<file path="src/rtl/seq_detector_param.sv">
// Parametrised Mealy detector for an N-bit serial pattern with run-time overlap
// selection, sample enable and a saturating match counter.
module seq_detector_param #(
  parameter int             N       = 5,
  parameter logic [N-1:0]   PATTERN = 5'b11011,
  parameter int             CNT_W   = 8
) (
  input  logic             clk,
  input  logic             rst,
  input  logic             en,
  input  logic             x,
  input  logic             overlap,
  output logic             y,
  output logic [CNT_W-1:0] count
);

  localparam int SW    = $clog2(N);
  localparam int DEPTH = 1 << SW;

  // Longest proper prefix of PATTERN that is a suffix of (first s pattern bits, then b).
  function automatic int kmp_next(input int s, input logic b);
    int   best;
    int   idx;
    logic ok;
    logic bit_v;
    best = 0;
    if (s < N) begin
      for (int k = 1; k <= N - 1; k++) begin
        if (k <= s + 1) begin
          ok = 1'b1;
          for (int j = 0; j < k; j++) begin
            idx   = s + 1 - k + j;
            bit_v = (idx < s) ? PATTERN[N-1-idx] : b;
            if (bit_v != PATTERN[N-1-j]) ok = 1'b0;
          end
          if (ok) best = k;
        end
      end
    end
    return best;
  endfunction

  localparam logic [SW-1:0] LAST_ST = SW'(N - 1);
  localparam logic [SW-1:0] F_ST    = SW'(kmp_next(N - 1, PATTERN[0]));

  logic [SW-1:0] nxt0_tab [DEPTH];
  logic [SW-1:0] nxt1_tab [DEPTH];

  // Unreachable table slots (index >= N) fold to state 0.
  for (genvar gi = 0; gi < DEPTH; gi++) begin : g_tab
    localparam logic [SW-1:0] NXT0 = SW'(kmp_next(gi, 1'b0));
    localparam logic [SW-1:0] NXT1 = SW'(kmp_next(gi, 1'b1));
    assign nxt0_tab[gi] = NXT0;
    assign nxt1_tab[gi] = NXT1;
  end

  logic [SW-1:0]    st_q,    st_d;
  logic [CNT_W-1:0] count_q, count_d;

  always_comb begin
    y       = rst & en & (st_q == LAST_ST) & (x == PATTERN[0]);
    st_d    = st_q;
    count_d = count_q;
    if (en) begin
      if (y) begin
        st_d = overlap ? F_ST : '0;
      end else begin
        st_d = x ? nxt1_tab[st_q] : nxt0_tab[st_q];
      end
    end
    if (y && (count_q != {CNT_W{1'b1}})) begin
      count_d = count_q + CNT_W'(1);
    end
  end

  always_ff @(posedge clk or negedge rst) begin
    if (!rst) begin
      st_q    <= '0;
      count_q <= '0;
    end else begin
      st_q    <= st_d;
      count_q <= count_d;
    end
  end

  assign count = count_q;

endmodule

</file>
<file path="config.mk">
export PLATFORM = sky130hd
export DESIGN_NAME = seq_detector_param
export DESIGN_NICKNAME = d
export VERILOG_FILES = /design/src/rtl/seq_detector_param.sv
export SDC_FILE = /design/constraint.sdc
export NUM_CORES = 1
export LEC_CHECK = 0
export ABC_AREA = 0
export CAP_MARGIN = 40
export CELL_PAD_IN_SITES_DETAIL_PLACEMENT = 1
export CELL_PAD_IN_SITES_GLOBAL_PLACEMENT = 1
export CORE_ASPECT_RATIO = 0.75
export CORE_UTILIZATION = 32
export CTS_CLUSTER_SIZE = 28
export DETAILED_ROUTE_END_ITERATION = 16
export PLACE_DENSITY_LB_ADDON = 0.15
export SYNTH_ARGS = -nofsm -noshare
export SYNTH_HDL_FRONTEND = slang
export SYNTH_SLANG_ARGS = --single-unit
</file>
<file path="constraint.sdc">
create_clock -name clk -period 1.4 [get_ports clk]
set_input_delay 0.28 -clock clk [delete_from_list [all_inputs] [get_ports clk]]
set_output_delay 0.28 -clock clk [all_outputs]
set_load 0.05 [all_outputs]
</file>
==> metrics.txt, run 1 <==
Worst Slack Setup Final -0.114 ns; status finished, violations left; Tot GR Track Use 20.6%; Die ar. 2130 um2; drt first-iter violations 5; post-synthesis sequential area ratio 44.3%; post-route ant nets 0; Clk Latency, worst-skew pair 0.27 ns; CP required 1.12 ns; wire length per cell 15.2 um; Core ar. 1770 um2; share of cells above drive strength 1 59.8%; Mapped Cells 60; worst hold path type input pin to asynchronous set/reset pin; Routability Congestion 0.853; Rel. slew slack a little over four fifths; 1st-pass router iterations 4; final wirelength 1740 um; CTS Sinks 11; DP Wirelength 1300 um; Max VDD drop around 0.00074 V; clk buf depth 2; worst r2r path cells 6; DP Worst Slack -0.363 ns; root buffer cell clkbuf_4; Synth top area share 44.3%; Critical Path Fanout Max 2; GR peak layer met2; syn nets 70; Min Hold Slack 0.116 ns; Yosys warnings 0; met3 GRT Util 6.82%; top post-synthesis cells by area dfrtp_1 (44%), ha_1 (10%), xor2_1 (5.6%); Worst setup SP type register; largest net degree at the start of global routing 12; Remaining DRCs 0; Hold Fails Final Rpt 0; FP Rows 13; post-detailed-placement cell area slightly above 1000 um2; vias per cell 4.90; TritonCTS clock tree done; Distinct cells, synth 23; vias in the first global route 605; # IOs 14; worst-margin pin slew 0.245 ns; commonest non-fill, non-tap cells in the layout buf_4 (15), buf_12 (9), dfrtp_2 (8), nand2_1 (5); clock skew about 0.0011 ns; vias 559; Final Setup Violations 4; antenna cells 0; initial core utilization between 30% and 40%; power after layout 1.17 mW; Num CTS Buffers 3; fin. max-slew vios 0; Post-Syn Area per Cell 10.4 um2; met1 Usage GRT 26.7%; classification of the worst setup path register to output pin; initial antenna violation count 0; design area 1130 um2; Final nets 103; critical path data arrival time ~1.2 ns; largest area contributor in the netlist dfrtp_1; M2 GR Usage 34.2%; Seq cells post-synth 11; mapped cell area 622 um2; Worst-path clk slew 0.07 ns; Fillers 179; failing checks setup timing; first-pass GRT wire length roughly 2900 um; final core occ between 60 and 70%; leakage power 0.482 nW; multi-input logic area 438 um2; die width 52.9 um; post-layout min period 1.51 ns; register area 285 um2; H-tree levels 1; fin crit share 108%; commonest non-fill, non-tap cell in the layout buf_4; RSZ-0062 raised after global routing true; CP Capture Type output pin; port buffer count 13; Pwr Density 1040 nW/um2; hold_buf cts 0; max_cap viols 0; Chip Height 40.2 um; Fmax between 600 and 700 MHz; worst reg2reg setup slack -0.08 ns; GRT overflow 0; area delta synth->final 81.1%
## power breakdown
group          internal, mW  leakage (nW)  total (mW)  switching [mW]
Sequential            0.364         0.138       0.404          0.0397
Combinational         0.272         0.329       0.547           0.275
Clock                 0.111        0.0150       0.220           0.109
## kinds of logic after synthesis
kind of cell / count (synthesis) / synth area share, %
xor gates and xnor gates: 5 / 7.04
AOI/OAI and AO/OA: 7 / 6.44
muxes: 3 / 5.43
and+or+nand+nor: 25 / 24.3
DFF: 11 / 44.3
adders and majority gates: 5 / 10.1
buffers and inverters: 4 / 2.41
## flip-flops by register name, summed over array words and instances (netlist names)
name	count
count	8
st_q	3
## through the flow
step | instances | setup TNS [ns]
6_report | 114 | -0.280
5_1_grt | 114 | -0.565
4_1_cts | 114 | -0.300
3_5_place_dp | 107 | -2.86
3_3_place_gp | 107 | -2.67
2_1_floorplan | 60 | -0.313
## path summary, 6_finish.rpt
check | end | from
hold reg to reg | count[3] | count[3]
setup reg to reg | count[7] | st_q[0]
min in group clk | st_q[0] | en
max in group asynchronous | count[1] | rst
hold / removal | st_q[1] | rst
setup / recovery | y | st_q[0]
## worst max-delay path, stage by stage, from the launching register on
cell and delay, ns:
dfrtp_1 0.39, inv_2 0.09, ha_4 0.15, nand3_4 0.07, clkinvlp_4 0.11, buf_12 0.14
## timing repair
| item | 4_1_cts | 5_1_grt |
|---|---|---|
| gates resized for setup | 11 | 4 |
| setup endpoints to repair | 5 | 7 |
| endpoints found under the hold margin | 0 | 0 |
| pin swaps | 3 | 2 |
| buffers inserted | 3 | 0 |
## synth_stat cells, drive strengths merged
library cell and number:
nor3b 1, ha 5, and3 3, xnor2 1, mux2 3, xor2 4, nand4 2, nor3 3
o21ai 3, nand2 5, nand2b 2, a311oi 1, a21oi 2, dfrtp 11, nor2 3, o22ai 1
inv 4, nand3 6
## final cells by class
class | instances | share of cell area, %
Clock buffer | 4 | 2.33
Inverter | 4 | 1.67
Multi-Input combinational cell | 45 | 38.9
Sequential cell | 11 | 25.3
Tap cell | 22 | 2.44
Timing Repair Buffer | 28 | 29.3
## routing by layer
layer	vias up	part of all wire (%)
li1	272	-
met1	271	51
met2	13	44
met3	3	3.9
met4	0	0.92
met5	-	0
No activity file was read; power rests on OpenSTA's default activity.
==> run 2, diff against run 1 <==
--- a/config.mk
+++ b/config.mk
@@ -6,7 +6,6 @@
 export NUM_CORES = 1
 export LEC_CHECK = 0
 export ABC_AREA = 0
-export CAP_MARGIN = 40
 export CELL_PAD_IN_SITES_DETAIL_PLACEMENT = 1
 export CELL_PAD_IN_SITES_GLOBAL_PLACEMENT = 1
 export CORE_ASPECT_RATIO = 0.75
==> results of run 2 <==
Same layout as run 1: the final DEF is identical, and so are final timing and power.
